$ cat config.mk
export PLATFORM = sky130hd
export DESIGN_NAME = pipe_hazard_unit
export DESIGN_NICKNAME = d
export VERILOG_FILES = /design/src/rtl/pipe_hazard_unit.sv
export SDC_FILE = /design/constraint.sdc
export NUM_CORES = 1
export LEC_CHECK = 0
export ABC_AREA = 1
export ABC_CLOCK_PERIOD_IN_PS = 2500
export BUFFER_PORTS_ARGS = -buffer_cell sky130_fd_sc_hd__buf_2
export CORE_AREA = 2 2 143 145
export DETAILED_ROUTE_END_ITERATION = 16
export DIE_AREA = 0 0 145 147
export GPL_TIMING_DRIVEN = 0
export PLACE_DENSITY = 0.66
export RECOVER_POWER = 25
export SLEW_MARGIN = 20
export SYNTH_ARGS = -nofsm -noshare
export SYNTH_HDL_FRONTEND = slang
export SYNTH_SLANG_ARGS = --single-unit
$ cat constraint.sdc
create_clock -name clk -period 2.5 [get_ports clk]
set_input_delay 0.25 -clock clk [delete_from_list [all_inputs] [get_ports clk]]
set_output_delay 0.25 -clock clk [all_outputs]
set_load 0.02 [all_outputs]
$ cat src/rtl/pipe_hazard_unit.sv
// pipe_hazard_unit: scoreboard-based operand forwarding and load-use stall detection
module pipe_hazard_unit #(
  parameter int DATA_W   = 64,
  parameter int AW       = 5,
  parameter int STAGES   = 3,
  parameter int LOAD_LAT = 1,
  parameter int ZERO_REG = 31,
  parameter int LINK_REG = 30
) (
  input  logic                       clk,
  input  logic                       reset,
  input  logic                       issue_valid,
  input  logic [AW-1:0]              issue_rd,
  input  logic                       issue_wr,
  input  logic                       issue_load,
  input  logic                       issue_link,
  input  logic [AW-1:0]              src_a,
  input  logic [AW-1:0]              src_b,
  input  logic                       src_a_used,
  input  logic                       src_b_used,
  input  logic                       flush,
  input  logic [STAGES*DATA_W-1:0]   stage_data,
  output logic                       stall,
  output logic                       fwd_a_hit,
  output logic                       fwd_b_hit,
  output logic [DATA_W-1:0]          fwd_a_data,
  output logic [DATA_W-1:0]          fwd_b_data,
  output logic [15:0]                stall_count,
  output logic [$clog2(STAGES+1)-1:0] inflight
);
  localparam int IW = $clog2(STAGES+1);
  localparam logic [AW-1:0] ZR = AW'(ZERO_REG);
  localparam logic [AW-1:0] LR = AW'(LINK_REG);

  logic [STAGES-1:0] entValid;
  logic [STAGES-1:0] entLoad;
  logic [AW-1:0]     entRd [STAGES];
  logic [AW-1:0]     srcReg [2];
  logic [1:0]        srcUsed;
  logic [1:0]        fwdHit;
  logic [1:0]        notReady;
  logic [DATA_W-1:0] fwdData [2];
  logic [AW-1:0]     effRd;
  logic              newValid;

  assign srcReg[0]  = src_a;
  assign srcReg[1]  = src_b;
  assign srcUsed    = {src_b_used, src_a_used};
  assign fwd_a_hit  = fwdHit[0];
  assign fwd_b_hit  = fwdHit[1];
  assign fwd_a_data = fwdData[0];
  assign fwd_b_data = fwdData[1];
  assign effRd      = issue_link ? LR : issue_rd;
  assign stall      = issue_valid && !flush && |notReady;
  assign newValid   = issue_valid && !stall && !flush && (issue_wr || issue_link) && effRd != ZR;

  // per-operand match: scanning oldest to youngest lets the youngest matching entry win
  always_comb begin
    for (int o = 0; o < 2; o++) begin
      fwdHit[o]   = 1'b0;
      notReady[o] = 1'b0;
      fwdData[o]  = '0;
      for (int k = STAGES-1; k >= 0; k--) begin
        if (srcUsed[o] && entValid[k] && entRd[k] == srcReg[o] && srcReg[o] != ZR) begin
          fwdHit[o]   = !(entLoad[k] && k < LOAD_LAT);
          notReady[o] = !fwdHit[o];
          fwdData[o]  = fwdHit[o] ? stage_data[k*DATA_W +: DATA_W] : '0;
        end
      end
    end
  end

  // population count of valid scoreboard entries
  always_comb begin
    inflight = '0;
    for (int k = 0; k < STAGES; k++)
      inflight = inflight + IW'(entValid[k]);
  end

  // scoreboard shifts every cycle; entry 0 takes the issuing instruction or a bubble
  always_ff @(posedge clk or posedge reset) begin
    if (reset) begin
      entValid    <= '0;
      entLoad     <= '0;
      stall_count <= '0;
      for (int k = 0; k < STAGES; k++)
        entRd[k] <= '0;
    end else begin
      entValid    <= {entValid[STAGES-2:0], newValid};
      entLoad     <= {entLoad[STAGES-2:0], newValid && issue_load};
      entRd[0]    <= effRd;
      stall_count <= (stall && stall_count != 16'hFFFF) ? stall_count + 16'd1 : stall_count;
      for (int k = 1; k < STAGES; k++)
        entRd[k] <= entRd[k-1];
    end
  end
endmodule

==> metrics.md <==
| Metric | Value |
|---|---|
| Status | finished clean |
| Worst path cell trace | inv_1 -> nand2_1 -> nand2_1 -> clkinv_1 -> nand2_1 -> nor2_1 -> nand2_1 -> inv_2 -> nor2_2 -> buf_6 -> buf_4 -> nand2_1 -> nand3_1 -> buf_2 |
| First-pass GRT wire length | approximately 47000 um |
| H-Tree Depth | 2 |
| Final Non-Filler Cells | 1754 |
| Post-DP HPWL | roughly 24000 um |
| Slew Viols, Final | 0 |
| Worst EP arrival | between 2 and 2.5 ns |
| Total gr overflow | 0 |
| CTS tree | done |
| DRT antenna net count | 0 |
| Synth Cell Area | slightly below 6000 sq um |
| NumNets Final | around 1700 |
| Warnings from Yosys | 0 |
| Root buf cell | clkbuf_16 |
| Worst vdd ir | about 0.0004 V |
| Synth cell types | 33 |
| Hold Vio Cnt, Final | 0 |
| Worst-Margin Slew | 0.8356 ns |
| Total power | 0.001887 W |
| Hold WC Path Type | in -> async |
| Setup bufs post-CTS | 0 |
| P per Cell Area | about 230 nW/um^2 |
| Input/output buffers | 364 |
| Iteration-0 DRC count of the detailed router | between 900 and 1000 |
| Main flop type after synthesis | dfrtp_1 |
| Setup_tns | 0 ns |
| Rel. slew slack | roughly 44% |
| Final worst slack | 0.1181 ns |
| Die X | 145 um |
| Slowest stage delay, CP | about 0.42 ns |
| Top cell type's share of synthesized area | approximately a third |
| Worst-skew pair later-pin latency | around 0.28 ns |
| Area contributors post-synth | nand3_1 (34%), nand2_1 (16%), dfrtp_1 (15%) |
| Count leader, synth | nand3_1 |
| Avg Cell Area, Syn | 5.283 sq um |
| Post-synthesis sequential area ratio | ~15% |
| Initial antenna violation count | 11 |
| CP top delay family | buffers and inverters |
| Leak | around 4.9 nW |
| Routed via count | 9274 |
| Clk pin slew, worst setup/hold paths | ~0.05 ns |
| Vias in the first global route | 8587 |
| Crit Path Category | reg -> out |
| # setup viols final | 0 |
| Top cells by count, synth | nand3_1 (397), nand2_1 (244), nor2_1 (160) |
| Num CTS Buffers | 5 |
| RSZ-0062 raised after global routing | true |
| Remaining DRCs | 0 |
| Slowest stage cell, crit path | dfrtp_1 |
| CP required | between 2 and 2.5 ns |
| Fmax | around 0.42 GHz |
| Worst Setup Slack post-DPL | roughly 0.17 ns |
| Min Tclk post-route | about 2.4 ns |
| Reg-to-Reg Start | stall_count[1] |
| WL/cell | between 15 and 20 um |
| Gpl congestion | 1.022 |
| CP Capture Type | output pin |
| Syn nets | about 1300 |
| Routed WL | slightly above 30000 um |
| Max-cap viol count | 0 |
| Worst Setup SP | entRd[13] |
| Fin crit share | approximately 95% |
| I/O Pins | between 300 and 400 |
| CP bufs+invs | 6 |
| Via/cell ratio | approximately 5.3 |
| Die ar. | 21320 sq um |
| Initial core utilization | between 20 and 30% |
| Seq cells post-synth | 35 |
| Die Ht | roughly 150 um |
| DP Cell Count | about 1700 |
| Biggest area consumer among synthesized cells | nand3_1 |
| Mapped Cells | between 1000 and 1500 |
| Drt first pass iters | 5 |
| Fraction of layout cells with a size suffix above 1 | a little under a third |
| Max clock buf depth | 2 |
| CP dominant cell by count | nand2_1 |
| Rows | between 50 and 60 |
| Skew final | 0.006084 ns |
| Final hold slack | around 0.11 ns |
| Largest net degree at the start of global routing | 36 |
| Total track usage | 27.33% |
| CP Launch Type | register |
| Number of synthesized flops with an enable pin | 0 |
| Clock sinks | 35 |
| Post-synth ARST share | between 90% and 100% |
| CORE AREA | 19840 sq um |
| Worst-path fanout max | 10 |
| Synth-to-layout area growth | 42.88% |
## sequential cells by signal (all words and copies together), names as in the netlist
name,cells
stall_count,16
entLoad,1
entValid,3
entRd,15
## report_power, final
group | total, W | internal (W) | switching, W
combinational | 0.000485 | 0.000193 | 0.000292
clock | 0.000800 | 0.000571 | 0.000229
sequential | 0.000602 | 0.000583 | 0.0000186
## metrics by stage
stage,area [sq um],utilization (%)
after global routing,8325,41.95
after global placement,7986,40.25
final,8325,41.95
after detailed placement,7986,40.25
after floorplan,5827,-
after CTS,8190,41.27
## worst paths after layout
kind                       slack (ns)               to  cells past startpoint
max                              0.12   fwd_a_data[20]                     14
min                              0.11        entRd[13]                      2
max reg2reg                      0.53  stall_count[12]                      7
min reg2reg                      0.40         entRd[4]                      0
max in group asynchronous        1.88      entValid[0]                      2
min in group clk                 0.19        entRd[13]                      2
## cell type report
class	instances	area [sq um]
Fill cell	2257	11520
Multi-Input combinational cell	873	4041
Timing Repair Buffer	364	1821
Sequential cell	35	878.3
Buffer	88	630.6
Inverter	107	401.6
Tap cell	270	337.8
Clock buffer	5	125.1
Clock inverter	3	67.56
Antenna cell	9	22.52
## layer usage
layer  up-vias  GRT usage (%)  share of wire [%]
met3       102          4.938                8.7
met5         -              0              0.088
met1      4231          35.43                 40
met2       580          45.31                 46
li1       4357              -                  -
met4         4          10.54                4.5
## repair_timing
action	CTS	global route
pin swaps	0	1
hold buffers	0	0
endpoints found under the hold margin	0	0
gates resized for setup	5	57
endpoints found under the setup margin	61	125
## cell usage in the layout, fill, tap and decap left out, types with 2 or more instances in the layout
cell type	n
a21boi_0	2
a21oi_1	2
buf_2	378
buf_4	17
buf_6	18
bufinv_16	2
clkbuf_1	15
clkbuf_16	5
clkbuf_2	3
clkbuf_4	21
clkinv_1	2
dfrtp_1	33
dfrtp_2	2
diode_2	9
inv_1	96
inv_2	9
nand2_1	244
nand3_1	396
nand4_1	19
nor2_1	159
nor2_2	3
nor3_1	6
o211ai_1	3
o21ai_0	2
o22ai_1	7
or2_2	4
xnor2_1	7
xor2_1	6
## logic make-up after synthesis
family | synth area share, %
and+or+nand+nor | 64.78
buffers and inverters | 15.80
DFF | 15.03
AOI/OAI and AO/OA | 1.868
xor gates and xnor gates | 1.954
adders and majority gates | 0.5583
Power figures use the tool's default switching activity.
